==> src/rtl/video_window_if.sv <==
// ----------------------------------------------------------------------------
// video_window_if : core-side video stream and measurement bundle for video_window
// Revision 1.0 - initial release
// ----------------------------------------------------------------------------
`default_nettype none

interface video_window_if #(
   parameter int CNT_W = 12
);
   logic             ce_pix;
   logic [7:0]       r_in;
   logic [7:0]       g_in;
   logic [7:0]       b_in;
   logic             hs_in;
   logic             vs_in;
   logic             hblank_in;
   logic             vblank_in;
   logic             clip_en;

   logic             ce_out;
   logic [7:0]       r_out;
   logic [7:0]       g_out;
   logic [7:0]       b_out;
   logic             hs_out;
   logic             vs_out;
   logic             hblank_out;
   logic             vblank_out;
   logic [CNT_W-1:0] act_width;
   logic [CNT_W-1:0] act_height;
   logic             meas_valid;

   modport master (
      output ce_pix, r_in, g_in, b_in, hs_in, vs_in, hblank_in, vblank_in, clip_en,
      input  ce_out, r_out, g_out, b_out, hs_out, vs_out, hblank_out, vblank_out,
             act_width, act_height, meas_valid
   );

   modport slave (
      input  ce_pix, r_in, g_in, b_in, hs_in, vs_in, hblank_in, vblank_in, clip_en,
      output ce_out, r_out, g_out, b_out, hs_out, vs_out, hblank_out, vblank_out,
             act_width, act_height, meas_valid
   );
endinterface

`default_nettype wire

==> src/rtl/video_window.sv <==
// ----------------------------------------------------------------------------
// video_window : registers the core video stream, optionally clips the sides by
//                widening HBlank, and measures stable active width/height.
// Revision 1.0 - initial release
// ----------------------------------------------------------------------------
`default_nettype none

module video_window #(
   parameter int CLIP_PIX = 8,
   parameter int CNT_W    = 12
) (
   input  wire logic       CLK_VIDEO,
   input  wire logic       reset,
   video_window_if.slave   vid
);

   localparam logic [CNT_W-1:0] C_MAX   = '1;
   localparam logic [CNT_W-1:0] C_ONE   = CNT_W'(1);
   localparam logic [CNT_W-1:0] C_CLIP  = CNT_W'(CLIP_PIX);
   localparam logic [CNT_W-1:0] C_CLIP2 = CNT_W'(2 * CLIP_PIX);

   logic             r_hb_d;
   logic             r_vb_d;
   logic [CNT_W-1:0] r_hcnt;
   logic [CNT_W-1:0] r_vcnt;
   logic [CNT_W-1:0] r_line_w;
   logic             r_clip_act;
   logic [CNT_W-1:0] r_prev_w;
   logic [CNT_W-1:0] r_prev_h;

   logic             w_line_end;
   logic             w_frame_end;
   logic [CNT_W-1:0] w_line_w_new;
   logic [CNT_W-1:0] w_vcnt_new;
   logic             w_hb;
   logic             w_blank;
   logic             w_meas_match;

   always_comb begin
      w_line_end   = vid.hblank_in & ~r_hb_d;
      w_frame_end  = vid.vblank_in & ~r_vb_d;
      w_line_w_new = (w_line_end && r_hcnt != '0) ? r_hcnt : r_line_w;
      w_vcnt_new   = (w_line_end && !vid.vblank_in && r_vcnt != C_MAX) ? r_vcnt + C_ONE : r_vcnt;
      // r_hcnt is the index of the pixel being presented; r_line_w is the previous line
      w_hb         = vid.hblank_in |
                     (r_clip_act & ((r_hcnt < C_CLIP) | (r_hcnt >= r_line_w - C_CLIP)));
      w_blank      = w_hb | vid.vblank_in;
      w_meas_match = (w_line_w_new == r_prev_w) && (w_vcnt_new == r_prev_h) && (w_vcnt_new != '0);
   end

   always_ff @(posedge CLK_VIDEO) begin
      if (reset) begin
         vid.ce_out     <= 1'b0;
         vid.r_out      <= '0;
         vid.g_out      <= '0;
         vid.b_out      <= '0;
         vid.hs_out     <= 1'b0;
         vid.vs_out     <= 1'b0;
         vid.hblank_out <= 1'b1;
         vid.vblank_out <= 1'b1;
         vid.act_width  <= '0;
         vid.act_height <= '0;
         vid.meas_valid <= 1'b0;
         r_hb_d         <= 1'b1;
         r_vb_d         <= 1'b1;
         r_hcnt         <= '0;
         r_vcnt         <= '0;
         r_line_w       <= '0;
         r_clip_act     <= 1'b0;
         r_prev_w       <= '0;
         r_prev_h       <= '0;
      end else begin
         vid.ce_out <= vid.ce_pix;
         if (vid.ce_pix) begin
            vid.r_out      <= w_blank ? 8'h00 : vid.r_in;
            vid.g_out      <= w_blank ? 8'h00 : vid.g_in;
            vid.b_out      <= w_blank ? 8'h00 : vid.b_in;
            vid.hs_out     <= vid.hs_in;
            vid.vs_out     <= vid.vs_in;
            vid.hblank_out <= w_hb;
            vid.vblank_out <= vid.vblank_in;
            r_hb_d         <= vid.hblank_in;
            r_vb_d         <= vid.vblank_in;

            if (vid.hblank_in)
               r_hcnt <= '0;
            else if (r_hcnt != C_MAX)
               r_hcnt <= r_hcnt + C_ONE;

            if (w_line_end) begin
               r_line_w   <= w_line_w_new;
               r_clip_act <= vid.clip_en && (w_line_w_new > C_CLIP2);
            end

            // A coincident line end has already been folded into w_vcnt_new
            if (w_frame_end) begin
               r_vcnt   <= '0;
               r_prev_w <= w_line_w_new;
               r_prev_h <= w_vcnt_new;
               if (w_meas_match) begin
                  vid.act_width  <= w_line_w_new;
                  vid.act_height <= w_vcnt_new;
                  vid.meas_valid <= 1'b1;
               end else begin
                  vid.meas_valid <= 1'b0;
               end
            end else begin
               r_vcnt <= w_vcnt_new;
            end
         end
      end
   end

endmodule

`default_nettype wire

==> src/flat_wrapper.sv <==
// flat-port wrapper written by rule: the top's interface ports become plain ports
module video_window_flat 
#(
   parameter int CLIP_PIX = 8,
   parameter int CNT_W    = 12
)
  (CLK_VIDEO, reset, vid_ce_pix, vid_r_in, vid_g_in, vid_b_in, vid_hs_in, vid_vs_in, vid_hblank_in, vid_vblank_in, vid_clip_en, vid_ce_out, vid_r_out, vid_g_out, vid_b_out, vid_hs_out, vid_vs_out, vid_hblank_out, vid_vblank_out, vid_act_width, vid_act_height, vid_meas_valid);
  video_window_if #(.CNT_W(CNT_W)) vid_i ();
  input  wire logic CLK_VIDEO;
  input  wire logic reset;
  input wire logic [$bits(vid_i.ce_pix)-1:0] vid_ce_pix;
  input wire logic [$bits(vid_i.r_in)-1:0] vid_r_in;
  input wire logic [$bits(vid_i.g_in)-1:0] vid_g_in;
  input wire logic [$bits(vid_i.b_in)-1:0] vid_b_in;
  input wire logic [$bits(vid_i.hs_in)-1:0] vid_hs_in;
  input wire logic [$bits(vid_i.vs_in)-1:0] vid_vs_in;
  input wire logic [$bits(vid_i.hblank_in)-1:0] vid_hblank_in;
  input wire logic [$bits(vid_i.vblank_in)-1:0] vid_vblank_in;
  input wire logic [$bits(vid_i.clip_en)-1:0] vid_clip_en;
  output wire logic [$bits(vid_i.ce_out)-1:0] vid_ce_out;
  output wire logic [$bits(vid_i.r_out)-1:0] vid_r_out;
  output wire logic [$bits(vid_i.g_out)-1:0] vid_g_out;
  output wire logic [$bits(vid_i.b_out)-1:0] vid_b_out;
  output wire logic [$bits(vid_i.hs_out)-1:0] vid_hs_out;
  output wire logic [$bits(vid_i.vs_out)-1:0] vid_vs_out;
  output wire logic [$bits(vid_i.hblank_out)-1:0] vid_hblank_out;
  output wire logic [$bits(vid_i.vblank_out)-1:0] vid_vblank_out;
  output wire logic [$bits(vid_i.act_width)-1:0] vid_act_width;
  output wire logic [$bits(vid_i.act_height)-1:0] vid_act_height;
  output wire logic [$bits(vid_i.meas_valid)-1:0] vid_meas_valid;
  assign vid_i.ce_pix = vid_ce_pix;
  assign vid_i.r_in = vid_r_in;
  assign vid_i.g_in = vid_g_in;
  assign vid_i.b_in = vid_b_in;
  assign vid_i.hs_in = vid_hs_in;
  assign vid_i.vs_in = vid_vs_in;
  assign vid_i.hblank_in = vid_hblank_in;
  assign vid_i.vblank_in = vid_vblank_in;
  assign vid_i.clip_en = vid_clip_en;
  assign vid_ce_out = vid_i.ce_out;
  assign vid_r_out = vid_i.r_out;
  assign vid_g_out = vid_i.g_out;
  assign vid_b_out = vid_i.b_out;
  assign vid_hs_out = vid_i.hs_out;
  assign vid_vs_out = vid_i.vs_out;
  assign vid_hblank_out = vid_i.hblank_out;
  assign vid_vblank_out = vid_i.vblank_out;
  assign vid_act_width = vid_i.act_width;
  assign vid_act_height = vid_i.act_height;
  assign vid_meas_valid = vid_i.meas_valid;
  video_window #(.CLIP_PIX(CLIP_PIX), .CNT_W(CNT_W)) u_core (.CLK_VIDEO(CLK_VIDEO), .reset(reset), .vid(vid_i));
endmodule
==> config.mk <==
export PLATFORM = sky130hd
export DESIGN_NAME = video_window_flat
export DESIGN_NICKNAME = d
export VERILOG_FILES = /design/src/rtl/video_window_if.sv /design/src/rtl/video_window.sv /design/src/flat_wrapper.sv
export SDC_FILE = /design/constraint.sdc
export NUM_CORES = 1
export LEC_CHECK = 0
export BUFFER_PORTS_ARGS = -buffer_cell sky130_fd_sc_hd__buf_2
export CAP_MARGIN = 25
export CORE_ASPECT_RATIO = 1.4
export CORE_UTILIZATION = 54
export CTS_BUF_LIST = sky130_fd_sc_hd__clkbuf_8
export CTS_CLUSTER_SIZE = 28
export DETAILED_ROUTE_END_ITERATION = 8
export HOLD_SLACK_MARGIN = 0.08
export MAX_ROUTING_LAYER = met4
export PLACE_DENSITY = 0.82
export SYNTH_ARGS = -nofsm -noshare
export SYNTH_HDL_FRONTEND = slang
export SYNTH_SLANG_ARGS = --single-unit
==> constraint.sdc <==
create_clock -name CLK_VIDEO -period 3.52 [get_ports CLK_VIDEO]
set_input_delay 0.176 -clock CLK_VIDEO [delete_from_list [all_inputs] [get_ports CLK_VIDEO]]
set_output_delay 0.176 -clock CLK_VIDEO [all_outputs]
set_load 0.01 [all_outputs]
# Yosys cells after proc, flatten, opt, wreduce, memory -nomap -nowiden
# Cells that the tools add are included.
totals:
  reg_bits: 116
  latch_bits: 0
  mem_bits_rw: 0
  mem_bits_ro: 0
  out_inout_bits: 54
  wordCells: 59
  memories: 0
op_classes:
  n_addsub: 3
  multipliers: 0
  div: 0
  order_cmp: 3
  n_eq_ne: 4
  shift: 0
  n_mux: 9
  bitwise: 8
  reduce_logical: 14
ops:
  columns: ["cell", "n"]
  rows:
  - ["$mux 12", 5]
  - ["$add 12x1->12 const B", 2]
  - ["$eq 12x12->1", 2]
  - ["$mux 8", 3]
  - ["$ne 12x12->1 const B", 2]
  - ["$reduce_bool 12->1", 2]
  - ["$ge 12x12->1", 1]
  - ["$gt 12x5->1 const B", 1]
  - ["$lt 12x4->1 const B", 1]
  - ["$sub 12x4->12 const B", 1]
  - ["$logic_and 1x1->1", 6]
  - ["$reduce_and 2->1", 3]
  - ["$and 1x1->1", 3]
  - ["$or 1x1->1", 3]
  - ["$reduce_and 3->1", 1]
  - ["$not 1->1", 2]
  - ["$reduce_bool 2->1", 1]
  - ["$logic_not 1->1", 1]
  - ["$mux 1", 1]

# Longest topological paths before layout
# Gate-level depths: netlist of the first run.
logic_depth:
  word_depth: 9
  ltp_mapped: 12
  depth_no_buf: 11

# Worst setup path before layout of the first run
# Ideal clock, no wire load.
synth_path:
  path_type: "register to register"
  from: "register u_core.r_hcnt[8]"
  to: "register u_core.vid.act_width[4] (netlist bit)"
  setup_ns: 0.147
  arrival_time_ns: 3.385
  t_required_ns: 3.373
  setup_slack_ns: -0.012
  path_stages_with_launch: 10
  period_less_slack_ns: 3.532
  cell_sequence: "dfxtp_1 > or4_1 > o41ai_4 > mux2i_1 > xnor2_1 > or4_4 > or4_4 > nor2_4 > buf_4 > a311oi_1"
synth_between:
  elab_chain_cells: 7
synth_lines:
  columns: ["element", "line", "source"]
  rows:
  - ["start: declaration", "video_window.sv:24", "logic [CNT_W-1:0] r_hcnt;"]
  - ["start signal: assignment", "video_window.sv:88", "r_hcnt <= r_hcnt + C_ONE;"]
  - ["$reduce_bool 12->1", "video_window.sv:42", "w_line_w_new = (w_line_end && r_hcnt != '0) ? r_hcnt : r_line_w;"]
  - ["$logic_and 1x1->1", "video_window.sv:42", null]
  - ["$mux 12 *", "video_window.sv:42", null]
  - ["$eq 12x12->1", "video_window.sv:48", "w_meas_match = (w_line_w_new == r_prev_w) && (w_vcnt_new == r_prev_h) && (w_vcnt_new != '0);"]
  - ["$logic_and 1x1->1 (2 in series)", "video_window.sv:48", null]
  - ["$reduce_and 3->1 (no line)", null, null]
  - ["end signal: assignment", "video_window.sv:101", "vid.act_width <= w_line_w_new;"]
  - ["end: declaration", "video_window_if.sv:41", "act_width, act_height, meas_valid"]
# Every way passes the cells marked *; elsewhere a longest branch is shown, timed or not.
# A chain may end at the register's enable or synchronous reset.

# Final worst setup path of the first run
layout_path:
  from: "register u_core.r_hcnt[11]"
  to: "register u_core.vid.act_width[6] (netlist bit)"
# Same word-level chain as after synthesis.

==> results_dict.tcl, run 1 <==
set metrics [dict create \
    grt_usage_pct 32.27 \
    utilization_pct 70.19 \
    path_max_fanout 22 \
    antenna_found_initial 0 \
    synth_area_per_cell_um2 9.091 \
    cp_slowest_cell "or4_1" \
    io_buffers 85 \
    cts.sinks 116 \
    synthesis.nets 687 \
    final_nets 818 \
    synthToLayoutAreaGrowth_pct 25.72 \
    start_kind "flop" \
    finalSetupTns_ns 0 \
    tightest_slew_ns 0.8830 \
    fp.coreArea_mm2 0.01041 \
    first_global_vias 5587 \
    ioPinCount 86 \
    final.min_clock_period_ns 3.359 \
    grt-ovfl-total 0 \
    synthCells 639 \
    holdWs_ns 0.1540 \
    rr_startpoint "u_core.r_hcnt[11]" \
    min_path_cells 4 \
    cp_top_family "simple AND/OR/NAND/NOR gates" \
    die_area_mm2 0.01118 \
    cts-buffers-inserted 17 \
    clock_latency_ns 0.43 \
    cp.required_ns 3.78 \
    worstPathCellList "or4_1 > o41ai_4 > mux2i_1 > xnor2_1 > or4_4 > or4_4 > nor2_4 > buf_12 > a311oi_1" \
    ctsHtreeMaxLevel 4 \
    p_total_mw 3.017 \
    slowest_delay_ns 0.60 \
    num_rows 44 \
    power_density_mw_per_mm2 413.1 \
    clk_pin_slew_ns 0.07 \
    skew_ns 0.009497 \
    dp_hpwl_mm 11.08 \
    reg2reg_depth 9 \
    critPathBufInv 1 \
    cts_max_path_buffers 2 \
    hold_path_class "in -> reg" \
    slew_viol_final 0 \
    grt_max_degree 85 \
    dr.pass1.iters 5 \
    ys_seq_area_share_pct 39.97 \
    r2r_end "u_core.vid.act_width[6]" \
    drt_iter0_drc 380 \
    maxCapViolCount 0 \
    drt.antenna.violating_nets 0 \
    relSlewSlack_pct 41.13 \
    cp-end-kind "flop" \
    drive_gt1_share_pct 24.81 \
    cp_common_cell "or4_4" \
    setup_viol 0 \
    synth_flop_cell "dfxtp_1" \
    yosysUniqueCellTypes 66 \
    rsz0062_at_grt "false" \
    cts_root_buffer "clkbuf_8" \
    hold_start "vid_ce_pix" \
    grt_pass1_wl_mm 27.08 \
    outcome "finished, final reports clean" \
    drcViolationCount 0 \
    critPathKind "reg -> reg" \
    vias_per_cell 6.136 \
    ir_drop_v 0.0003145 \
    yosysWarnings 0 \
    dieHeight_um 124.7 \
    diodes 0 \
    routed_wl_mm 16.90 \
    min_to "u_core.vid.ce_out" \
    n_fill_cell 822 \
    place.gp.congestion 0.9235 \
    p_leak_nw 2.888 \
    vias 5645 \
    start_util_pct 55.83 \
    die_x_um 89.66 \
    dpl_cell_area_mm2 0.006569 \
    tritoncts "built" \
    syn_area_mm2 0.005809 \
    avgRoutedWirePerCell_um 18.37 \
    fin_crit_sh_pct 95.43 \
    async_flop_share_pct 0 \
    cp.arrival_ns 3.62 \
    r2r_setup_slack_ns 0.16 \
    yosys_register_bits 116 \
    final_area_mm2 0.007303 \
    max_freq_ghz 0.2977 \
    synth_edf_count 0 \
    hold_viol 0 \
]
## layer usage
layer | part of all wire, % | global-route usage (%) | up-vias | wire (um)
met3 | 5.4 | 7.488 | 62 | 906
li1 | - | - | 2668 | -
met4 | 4.6 | 16.81 | 0 | 776
met2 | 52 | 54.01 | 231 | 8784
met5 | 0 | - | - | 0
met1 | 38 | 34.42 | 2684 | 6430
## where the power goes
group / switching (mW) / internal [mW]
Clock: 0.538 / 0.752
Sequential: 0.0236 / 1.34
Combinational: 0.212 / 0.152
Total: 0.773 / 2.24
## tightest hold or removal path, cell delays in order
cell	delay [ns]
buf_2	0.11
clkinv_1	0.05
buf_4	0.14
nor2_1	0.05
## through the flow
step / setup WS (ns) / std cells
2_1_floorplan: 0.02549 / 639
3_3_place_gp: 0.09807 / 862
3_5_place_dp: 0.02501 / 862
4_1_cts: 0.01158 / 920
5_1_grt: 0.02707 / 920
6_report: 0.1610 / 920
## placed cells by master (no fill, tap or decap), drive strengths merged, types with 5 or more instances in the layout
master	count
buf	138
dfxtp	116
nor2	77
a211oi	36
a21oi	31
dlygate4sd3	27
xnor2	25
a22o	24
a31oi	24
nand2	23
a311oi	22
nor3	19
xor2	18
o21ai	18
clkbuf	17
ha	16
inv	15
nand4	15
a22oi	14
nand3	9
a21o	7
mux2i	7
or3	6
clkinv	6
nor4	6
o31ai	5
or4	5
## cell usage after synthesis, types with 3 or more instances
library cell	count	area (um2)
a211oi_1	36	270.3
a21o_1	6	45.04
a21oi_1	31	155.2
a22o_1	24	210.2
a22oi_1	14	105.1
a311oi_1	22	192.7
a31oi_1	24	150.1
a41oi_1	3	26.28
and3_1	4	25.02
buf_6	8	90.09
clkbuf_1	41	153.9
dfxtp_1	116	2322
ha_1	16	200.2
inv_1	12	45.04
mux2i_1	7	70.07
nand2_1	23	86.33
nand2b_1	4	25.02
nand3_1	9	45.04
nand4_1	15	93.84
nor2_1	76	285.3
nor3_1	19	95.09
nor4_1	5	31.28
o21ai_0	18	90.09
o31ai_1	5	37.54
or3_1	6	37.54
or4_4	3	33.78
xnor2_1	25	219.0
xor2_1	18	157.7
## logic make-up (layout without fill, tap and decap cells)
group | count (synthesis) | in the layout | share of synthesized area, %
compound gates | 204 | 204 | 26.45
flops | 116 | 116 | 39.97
xor+xnor | 44 | 44 | 6.871
fa+ha+maj | 16 | 16 | 3.446
buf+inv | 66 | 209 | 5.471
simple gates | 185 | 185 | 16.39
mux | 8 | 8 | 1.400
## registers in the layout, summed over array words and instances, names as in the netlist, 8 cells and up
signal and flops:
u_core.vid.r_out 8, u_core.vid.act_width 12, u_core.vid.b_out 8, u_core.r_hcnt 12
u_core.vid.g_out 8, u_core.r_prev_w 12, u_core.r_line_w 12, u_core.r_vcnt 12
u_core.r_prev_h 12, u_core.vid.act_height 12
## worst max path at each step
stage	from	to	slack [ns]	cells after the start
detailed placement	u_core.r_vcnt[0]	u_core.vid.act_width[7]	0.03	9
CTS	vid_vblank_in	u_core.vid.act_width[8]	0.01	13
global placement	u_core.r_vcnt[0]	u_core.vid.act_width[0]	0.1	9
finish	u_core.r_hcnt[11]	u_core.vid.act_width[6]	0.16	9
floorplan	u_core.r_hcnt[4]	u_core.vid.act_width[4]	0.03	9
global route	u_core.r_hcnt[11]	u_core.vid.act_width[6]	0.03	11
## timing repair
action                                  CTS  global route
endpoints found under the setup margin    1            25
pin swaps                                 0             1
buffers inserted                          0             0
resized for setup                         1            12
endpoints found under the hold margin    27             0
hold buffers                             27             0
## layout make-up
| cell class | instances | area, um2 | share of cell area (%) |
|---|---|---|---|
| Inverter | 13 | 48.80 | 0.6682 |
| Clock buffer | 17 | 234.0 | 3.204 |
| Tap cell | 138 | 172.7 | 2.364 |
| Timing Repair Buffer | 165 | 1122 | 15.37 |
| Clock inverter | 14 | 171.4 | 2.347 |
| Sequential cell | 116 | 2322 | 31.80 |
| Multi-Input combinational cell | 457 | 3232 | 44.25 |
(Power assumes the default switching activity.)
==> run 2: changes to the inputs <==
--- a/config.mk
+++ b/config.mk
@@ -14,7 +14,7 @@
 export DETAILED_ROUTE_END_ITERATION = 8
 export HOLD_SLACK_MARGIN = 0.08
 export MAX_ROUTING_LAYER = met4
-export PLACE_DENSITY = 0.82
+export PLACE_DENSITY = 0.77
 export SYNTH_ARGS = -nofsm -noshare
 export SYNTH_HDL_FRONTEND = slang
 export SYNTH_SLANG_ARGS = --single-unit
==> results_dict.tcl, run 2 (same netlist as run 1, synthesis figures left out) <==
set metrics [dict create \
    first_global_vias 5551 \
    avgRoutedWirePerCell_um 17.95 \
    dr.pass1.iters 5 \
    grt_pass1_wl_mm 26.77 \
    setup_viol 0 \
    ioPinCount 86 \
    drt.antenna.violating_nets 0 \
    start_kind "input port" \
    io_buffers 85 \
    p_leak_nw 2.854 \
    outcome "finished, final reports clean" \
    tightest_slew_ns 0.6620 \
    slew_viol_final 0 \
    grt-ovfl-total 0 \
    min_path_cells 4 \
    cts_max_path_buffers 2 \
    hold_viol 0 \
    critPathBufInv 3 \
    slowest_delay_ns 0.63 \
    cts_root_buffer "clkbuf_8" \
    maxCapViolCount 0 \
    die_area_mm2 0.01118 \
    antenna_found_initial 0 \
    drcViolationCount 0 \
    hold_path_class "in -> reg" \
    rr_startpoint "u_core.r_hcnt[11]" \
    final_nets 817 \
    drive_gt1_share_pct 24.94 \
    utilization_pct 70.06 \
    place.gp.congestion 0.9328 \
    synthToLayoutAreaGrowth_pct 25.48 \
    hold_start "vid_ce_pix" \
    num_rows 44 \
    cp-end-kind "flop" \
    reg2reg_depth 11 \
    final.min_clock_period_ns 3.413 \
    critPathKind "in -> reg" \
    r2r_setup_slack_ns 0.12 \
    dp_hpwl_mm 11.16 \
    ctsHtreeMaxLevel 4 \
    cp_common_cell "or4_4" \
    grt_max_degree 64 \
    worstPathCellList "dlygate4sd3_1 > buf_2 > or3b_1 > or4_4 > o211ai_2 > nand4_1 > or4_4 > or4_4 > nor2_4 > buf_12 > a311oi_2" \
    grt_usage_pct 32.23 \
    cts.sinks 116 \
    cp_top_family "simple AND/OR/NAND/NOR gates" \
    vias_per_cell 6.049 \
    path_max_fanout 22 \
    min_to "u_core.vid.ce_out" \
    max_freq_ghz 0.2930 \
    vias 5565 \
    power_density_mw_per_mm2 409.8 \
    cp.required_ns 3.82 \
    skew_ns 0.01138 \
    fin_crit_sh_pct 96.95 \
    dieHeight_um 124.7 \
    cp_slowest_cell "or4_4" \
    cts-buffers-inserted 17 \
    routed_wl_mm 16.51 \
    layout_common_cells "116 x dfxtp_1, 85 x buf_2, 74 x nor2_1" \
    relSlewSlack_pct 55.87 \
    cp.arrival_ns 3.71 \
    drt_iter0_drc 392 \
    finalSetupTns_ns 0 \
    start_util_pct 55.83 \
    r2r_end "u_core.vid.act_width[6]" \
    clk_pin_slew_ns 0.07 \
    tritoncts "built" \
    die_x_um 89.66 \
    clock_latency_ns 0.45 \
    mostFrequentLayoutCell "dfxtp_1" \
    fp.coreArea_mm2 0.01041 \
    ir_drop_v 0.0002980 \
    diodes 0 \
]
run 2: cell types whose count changed in the layout (fill, tap and decap cells not counted), sizes merged:
cell,change
buf,-1
clkbuf,+2
clkinvlp,+3
bufinv,-2
clkinv,-1
inv,-1
run 2: worst reg2reg max path, delay by kind of cell, from the launching register on:
| kind | cells | cell delay [ns] |
|---|---|---|
| and+or+nand+nor | 3 | 1.14 |
| DFF | 1 | 0.31 |
| AOI/OAI and AO/OA | 3 | 0.82 |
| xor gates and xnor gates | 1 | 0.10 |
| muxes | 1 | 0.30 |
| buffers and inverters | 3 | 0.64 |
run 2: power by group:
| group | switching, mW | internal (mW) | total (mW) |
|---|---|---|---|
| registers | 0.0222 | 1.34 | 1.36 |
| clock network | 0.596 | 0.673 | 1.27 |
| logic | 0.208 | 0.148 | 0.355 |
| total | 0.826 | 2.16 | 2.99 |
run 2: timing repair:
item	CTS	global route
resized for setup	0	10
endpoints found under the setup margin	0	18
hold buffers	27	0
buffers inserted	0	0
hold endpoints to repair	27	0
run 2: per-layer routing:
layer | track usage [%] | up-vias | part of all wire [%]
met5 | - | - | 0
met3 | 5.567 | 59 | 4.4
li1 | - | 2668 | -
met1 | 33.26 | 2631 | 38
met2 | 54.23 | 207 | 52
met4 | 21.38 | 0 | 5.2
run 2: final cells by class:
class / instances / area [um2]
clock inverters: 13 / 150.1
flip-flops and latches: 116 / 2322
fillers: 786 / 3115
multi-input cells: 457 / 3219
well taps: 138 / 172.7
clock buffers: 19 / 261.5
inverters: 13 / 48.80
repair buffers: 164 / 1115
run 2: worst max-delay path by stage:
stage / endpoint / slack (ns) / depth (start not counted) / startpoint
final: u_core.vid.act_width[6] / 0.11 / 11 / vid_vblank_in
after global routing: u_core.vid.act_width[6] / -0.01 / 14 / vid_vblank_in
after CTS: u_core.vid.act_width[6] / 0.06 / 11 / u_core.r_hcnt[11]
after detailed placement: u_core.vid.act_width[6] / 0.10 / 11 / u_core.r_hcnt[11]
after global placement: u_core.vid.act_width[1] / 0.25 / 10 / vid_hblank_in
after floorplan: u_core.vid.act_width[4] / 0.03 / 9 / u_core.r_hcnt[4]
run 2: stage by stage:
| step | total power, mW | instances | cell area (um2) | setup slack, ns | hold WS (ns) |
|---|---|---|---|---|---|
| 6_report | 2.987 | 920 | 7289 | 0.1074 | 0.1537 |
| 5_1_grt | 3.098 | 920 | 7289 | -0.01410 | 0.1549 |
| 4_1_cts | 2.980 | 920 | 7243 | 0.06014 | 0.1209 |
| 3_5_place_dp | 1.711 | 861 | 6561 | 0.1009 | 0.3940 |
| 3_3_place_gp | 1.698 | 861 | 6561 | 0.2533 | 0.3845 |
| 2_1_floorplan | 1.621 | 639 | 5809 | 0.02549 | 0.2984 |
